File: src/rtl/mips_pkg.sv
// Shared definitions for the MIPS core pipeline: register index width and
// the destination tag carried per stage (also consumed by the bypass mux).
package mips_pkg;

    localparam int REG_W  = 5;
    localparam int BUSY_W = 6;
    localparam logic [REG_W-1:0] REG_ZERO = 5'd0;

    typedef struct packed {
        logic [REG_W-1:0] dst;
        logic             we;
        logic             load;
    } dst_tag_t;

    // $zero is never a real destination, so its write enable is always dropped.
    function automatic dst_tag_t make_tag(input logic [REG_W-1:0] dst,
                                          input logic             we,
                                          input logic             load);
        dst_tag_t t;
        t.dst  = dst;
        t.we   = we & (dst != REG_ZERO);
        t.load = load;
        return t;
    endfunction

endpackage

File: src/rtl/muldiv_busy_ctr.sv
// Down-counter tracking how long the multi-cycle HI/LO unit stays busy after
// a mult/div issues; reloads on issue and saturates at zero.
module muldiv_busy_ctr
    import mips_pkg::*;
(
    input  logic              clk,
    input  logic              rst,
    input  logic              load,
    input  logic [BUSY_W-1:0] value,
    output logic              busy
);

    logic [BUSY_W-1:0] cnt_q;
    logic [BUSY_W-1:0] cnt_d;

    always_comb begin
        cnt_d = cnt_q;
        if (load) begin
            cnt_d = value;
        end else if (cnt_q != '0) begin
            cnt_d = cnt_q - BUSY_W'(1);
        end
    end

    always_ff @(posedge clk) begin
        if (rst) begin
            cnt_q <= '0;
        end else begin
            cnt_q <= cnt_d;
        end
    end

    assign busy = (cnt_q != '0);

endmodule

File: src/rtl/hazard_ctrl.sv
// Pipeline interlock and EX/MEM/WB destination-tag tracker for the 5-stage core.
// Define MULDIV_INTERLOCK_EN to add the busy-counter interlock for a multi-cycle HI/LO unit.
module hazard_ctrl
    import mips_pkg::*;
#(
    parameter int MULDIV_LAT = 8
)
(
    input  logic             clk,
    input  logic             rst,
    input  logic             id_valid,
    input  logic [REG_W-1:0] id_rs,
    input  logic [REG_W-1:0] id_rt,
    input  logic             id_rs_used,
    input  logic             id_rt_used,
    input  logic [REG_W-1:0] id_dst,
    input  logic             id_we,
    input  logic             id_is_load,
    input  logic             id_is_muldiv,
    input  logic             id_reads_hilo,
    input  logic             flush,
    output logic             stall,
    output logic             ex_bubble,
    output logic [REG_W-1:0] mem_dst,
    output logic             mem_we,
    output logic [REG_W-1:0] wb_dst,
    output logic             wb_we
);

    dst_tag_t         ex_q,  ex_d;
    logic [REG_W-1:0] mem_dst_q, mem_dst_d;
    logic             mem_we_q,  mem_we_d;
    logic [REG_W-1:0] wb_dst_q,  wb_dst_d;
    logic             wb_we_q,   wb_we_d;

    logic load_use;
    logic muldiv_hz;
    logic rs_hit;
    logic rt_hit;

    // A load still in EX cannot be bypassed yet; one bubble lets it reach MEM.
    always_comb begin
        rs_hit    = id_rs_used & (id_rs == ex_q.dst);
        rt_hit    = id_rt_used & (id_rt == ex_q.dst);
        load_use  = ex_q.we & ex_q.load & (rs_hit | rt_hit);
        stall     = id_valid & ~flush & (load_use | muldiv_hz);
        ex_bubble = stall | flush | ~id_valid;
    end

`ifdef MULDIV_INTERLOCK_EN
    localparam logic [BUSY_W-1:0] MULDIV_VALUE = BUSY_W'(MULDIV_LAT);

    logic md_issue;
    logic md_busy;

    assign md_issue  = ~ex_bubble & id_is_muldiv;
    assign muldiv_hz = md_busy & id_valid & (id_reads_hilo | id_is_muldiv);

    muldiv_busy_ctr u_busy_ctr (
        .clk   (clk),
        .rst   (rst),
        .load  (md_issue),
        .value (MULDIV_VALUE),
        .busy  (md_busy)
    );
`else
    logic unused_hilo;

    assign unused_hilo = id_is_muldiv ^ id_reads_hilo;
    assign muldiv_hz   = 1'b0;
`endif

    always_comb begin
        if (ex_bubble) begin
            ex_d = '0;
        end else begin
            ex_d = make_tag(id_dst, id_we & id_valid, id_is_load);
        end
        mem_dst_d = ex_q.dst;
        mem_we_d  = ex_q.we;
        wb_dst_d  = mem_dst_q;
        wb_we_d   = mem_we_q;
    end

    always_ff @(posedge clk) begin
        if (rst) begin
            ex_q      <= '0;
            mem_dst_q <= '0;
            mem_we_q  <= 1'b0;
            wb_dst_q  <= '0;
            wb_we_q   <= 1'b0;
        end else begin
            ex_q      <= ex_d;
            mem_dst_q <= mem_dst_d;
            mem_we_q  <= mem_we_d;
            wb_dst_q  <= wb_dst_d;
            wb_we_q   <= wb_we_d;
        end
    end

    assign mem_dst = mem_dst_q;
    assign mem_we  = mem_we_q;
    assign wb_dst  = wb_dst_q;
    assign wb_we   = wb_we_q;

endmodule

File: config.mk
export PLATFORM = sky130hd
export DESIGN_NAME = hazard_ctrl
export DESIGN_NICKNAME = d
export VERILOG_FILES = /design/src/rtl/mips_pkg.sv /design/src/rtl/muldiv_busy_ctr.sv /design/src/rtl/hazard_ctrl.sv
export SDC_FILE = /design/constraint.sdc
export NUM_CORES = 1
export LEC_CHECK = 0
export CORE_MARGIN = 2
export CORE_UTILIZATION = 38
export CTS_BUF_LIST = sky130_fd_sc_hd__clkbuf_2
export CTS_CLUSTER_SIZE = 30
export DETAILED_ROUTE_END_ITERATION = 16
export PLACE_DENSITY = 0.8
export SYNTH_ARGS = -nofsm -noshare
export SYNTH_HDL_FRONTEND = slang
export SYNTH_SLANG_ARGS = --single-unit
File: constraint.sdc
create_clock -name clk -period 1.8 [get_ports clk]
set_clock_uncertainty 0.15 [all_clocks]
set_input_delay 0.45 -clock clk [delete_from_list [all_inputs] [get_ports clk]]
set_output_delay 0.45 -clock clk [all_outputs]
set_load 0.005 [all_outputs]
; Word level (Yosys, flattened, before mapping)
; Cells that the tools add are included.
[totals]
register_bits = 19
input_bits = 25
output_inout_bits = 14
elab_cells = 24
[classes]
eq_ne = 2
n_bitwise = 13
n_reduce_logical = 2
[ops]
columns = cell, count
row1 = 5-bit equality test, 2
row2 = 1-bit bitwise AND, 8
row3 = 5-bit nonzero test, 1
row4 = 1-bit OR, 3
row5 = 1-bit NOT, 2
row6 = 2-bit OR reduction, 1

; Longest topological paths before layout
[depth]
word_depth = 8
ltp_mapped = 4
ltp_nobuf = 4

; Least setup slack after synthesis
; OpenSTA, ideal clock, no wires.
[synth_path]
path_kind = input-to-output
start = input port id_rt[0]
end = output port stall
arrival_time_ns = 1.173
required_time_ns = 1.200
slack_ns = 0.027
cell_stages = 4
path_cell_list = xnor2_1 -> nand4_1 -> o22ai_2 -> nor2b_1
[synth_between]
elab_chain_cells = 5
[synth_rtl]
columns = item, line_no
row1 = "start, declared", hazard_ctrl.sv:13  ; input logic [REG_W-1:0] id_rt,
row2 = 5-bit equality test, hazard_ctrl.sv:44  ; rt_hit = id_rt_used & (id_rt == ex_q.dst);
row3 = 1-bit bitwise AND, hazard_ctrl.sv:44
row4 = 1-bit OR, hazard_ctrl.sv:45  ; load_use = ex_q.we & ex_q.load & (rs_hit | rt_hit);
row5 = 1-bit bitwise AND, hazard_ctrl.sv:45
row6 = 1-bit bitwise AND, hazard_ctrl.sv:46  ; stall = id_valid & ~flush & (load_use | muldiv_hz);
row7 = "end, declared", hazard_ctrl.sv:22  ; output logic stall,
; No other way between the ends.

; Worst setup path after layout
[layout_path]
start = input port id_rt[1]
end = output port stall
; The elaborated chain is that of the path after synthesis.

==> impl_metrics.env <==
export IMPL_cts_tree="done"
export IMPL_via_count=609
export IMPL_ys_ff_latch=19
export IMPL_slowest_delay_ps=240
export IMPL_area_delta_synth_final_pct=74.9
export IMPL_yosysUniqueCellTypes=14
export IMPL_row_count=15
export IMPL_drtIter0Drc=1
export IMPL_end_kind="output pin"
export IMPL_via_per_inst=4.65
export IMPL_setup_slack_ps=-320
export IMPL_period_share_pct=118
export IMPL_grt_met3_usage_pct=3.53
export IMPL_rsz0062_at_grt="true"
export IMPL_setup_viol=2
export IMPL_clock_sinks=19
export IMPL_final_area_um2=1190
export IMPL_die_w_um=46.4
export IMPL_irDropWorstVdd_mv=0.341
export IMPL_worst_pin_slew_ps=372
export IMPL_slew_headroom_pct=75.1
export IMPL_ctsHoldBuffers=0
export IMPL_drtAntennaViolNets=0
export IMPL_grt_use_met2_pct=27.5
export IMPL_dp_hpwl_um=1150
export IMPL_htreeDepth=1
export IMPL_synth_seq_area_share_pct=55.7
export IMPL_hold_viol=0
export IMPL_status="complete, but fails checks"
export IMPL_drtPass1Iterations=2
export IMPL_grt_max_degree=12
export IMPL_n_antenna_cell=0
export IMPL_syn_nets=87
export IMPL_cp_start_kind="input port"
export IMPL_fillerInstances=137
export IMPL_clk_pin_slew_ps=180
export IMPL_layout_drive_gt1_share_pct=28.3
export IMPL_placed_area_um2=1090
export IMPL_core_area_um2=1710
export IMPL_p_leak_nw=0.553
export IMPL_cts_buffers=3
export IMPL_crit_chain="dlygate4sd2_1 > xnor2_1 > nand4_1 > o22ai_2 > buf_4 > nor2b_4 > buf_2"
export IMPL_netlist_top_cells_area="dfxtp_1 (56%), xnor2_1 (13%), nor2b_1 (12%)"
export IMPL_port_buffers=36
export IMPL_antenna_found_initial=0
export IMPL_worstSetupPathType="input port to output pin"
export IMPL_die_area_um2=2150
export IMPL_yosysTopAreaCell="dfxtp_1"
export IMPL_use_met1_pct=17.1
export IMPL_grt_usage_pct=15.1
export IMPL_grt_pass1_wl_um=2260
export IMPL_slowest_stage="dlygate4sd2_1"
export IMPL_holdWs_ps=309
export IMPL_ys_warn_count=0
export IMPL_layout_nets=132
export IMPL_syn_area_um2=683
export IMPL_slew_viol_final=0
export IMPL_critPathArrivalTime_ps=1520
export IMPL_die_h_um=46.4
export IMPL_violations="negative setup slack"
export IMPL_syn_avg_cell_area_um2=11.0
export IMPL_power_density_nw_per_um2=592
export IMPL_synth_top_area_share_pct=55.7
export IMPL_post_route_min_period_ps=2120
export IMPL_rrSetupSlack_ps=130
export IMPL_grt_pass1_vias=584
export IMPL_initial_utilization_pct=40.0
export IMPL_tns_ps=-633
export IMPL_hold_class="flop to flop"
export IMPL_cap_violations=0
export IMPL_syn_inst=62
export IMPL_cts_root_buf="clkbuf_2"
export IMPL_grt_busiest_layer="met2"
export IMPL_clock_latency_ps=300
export IMPL_io_pins=39
export IMPL_grt_overflow_total=0
export IMPL_routed_wl_um=1450
export IMPL_drt_wirelength_per_cell_um=11.1
export IMPL_gp_congestion=0.719
export IMPL_fmax_mhz=472
export IMPL_clockBufferDepth=2
export IMPL_drc=0
export IMPL_worstPathMaxFanout=2
export IMPL_total_power_mw=0.707
export IMPL_cp_required_ps=1200
[layer usage]
layer	share of wire (%)	vias to the layer above
li1	-	301
met1	38	281
met2	55	27
met3	7.4	0
met4	0	0
met5	0	-
[cell usage in the layout (no fill, tap or decap), types with 2 or more instances in the layout]
cell and n:
xnor2_2 3, dfxtp_4 2, dlygate4sd2_1 7, nand4_1 4, dfxtp_2 8, clkdlybuf4s15_1 5, xnor2_1 7, clkdlybuf4s50_1 16
nor2b_1 12, buf_4 7, clkbuf_2 3, dfxtp_1 9, dlymetal6s2s_1 6, nor4b_1 4, nor4_1 2
[where the power goes]
| part | internal (mW) | switching [mW] | leakage, nW | total (mW) |
|---|---|---|---|---|
| Combinational | 0.0673 | 0.0318 | 0.378 | 0.0991 |
| Sequential | 0.427 | 0.00574 | 0.159 | 0.433 |
| Clock | 0.0504 | 0.125 | 0.0164 | 0.175 |
[flip-flops by register name, indices dropped and copies added (netlist names)]
| signal | cells |
|---|---|
| mem_dst | 5 |
| ex_q | 1 |
| mem_dst_d | 5 |
| mem_we | 1 |
| mem_we_d | 1 |
| wb_we | 1 |
| wb_dst | 5 |
[cells in the mapped netlist]
cell and n:
nor4_1 2, xnor2_1 10, nor4b_1 5, clkbuf_1 2, nand2b_1 1, nand4_1 4, or4_1 1, or2_2 1
o21ai_0 1, o22ai_2 1, inv_1 1, nor2b_1 13, buf_1 1, dfxtp_1 19
[path summary, 6_finish.rpt]
| check | from | endpoint | cells after the start |
|---|---|---|---|
| max | id_rt[1] | stall | 7 |
| min | mem_dst[3] | wb_dst[3] | 1 |
| max reg2reg | mem_dst_d[2] | mem_dst_d[3] | 7 |
| min reg2reg | mem_dst[3] | wb_dst[3] | 1 |
[worst max-delay path: cells and delay by family]
| kind | cells | cell delay, ps |
|---|---|---|
| AOI/OAI and AO/OA | 1 | 210 |
| xor gates and xnor gates | 1 | 150 |
| buffers and inverters | 3 | 490 |
| and+or+nand+nor | 2 | 230 |
[cells by family after synthesis]
family / after synthesis / synth area share (%)
AOI/OAI and AO/OA: 2 / 2.56
xor gates and xnor gates: 10 / 12.8
and+or+nand+nor: 27 / 26.7
buffers and inverters: 4 / 2.20
DFF: 19 / 55.7
[stage by stage]
stage / setup slack (ps) / utilization (%) / instances
floorplan: 26.6 / - / 62
global placement: -870 / 64.0 / 124
detailed placement: -898 / 64.0 / 124
CTS: -316 / 66.7 / 130
global route: -408 / 70.0 / 131
finish: -320 / 70.0 / 131
[area by class of cell]
cell class,count,area [µm²],area share (%)
Clock buffer,3,15.0,1.26
Clock inverter,1,5.00,0.419
Inverter,1,3.75,0.314
Multi-Input combinational cell,39,327,27.3
Sequential cell,19,398,33.3
Tap cell,25,31.3,2.62
Timing Repair Buffer,43,415,34.8
[repair_timing]
action                                  in CTS  in global routing
resized for setup                           33                 17
setup buffers                                2                  1
pin swaps                                   14                  6
endpoints found under the setup margin       2                  9
(Power assumes the default switching activity.)
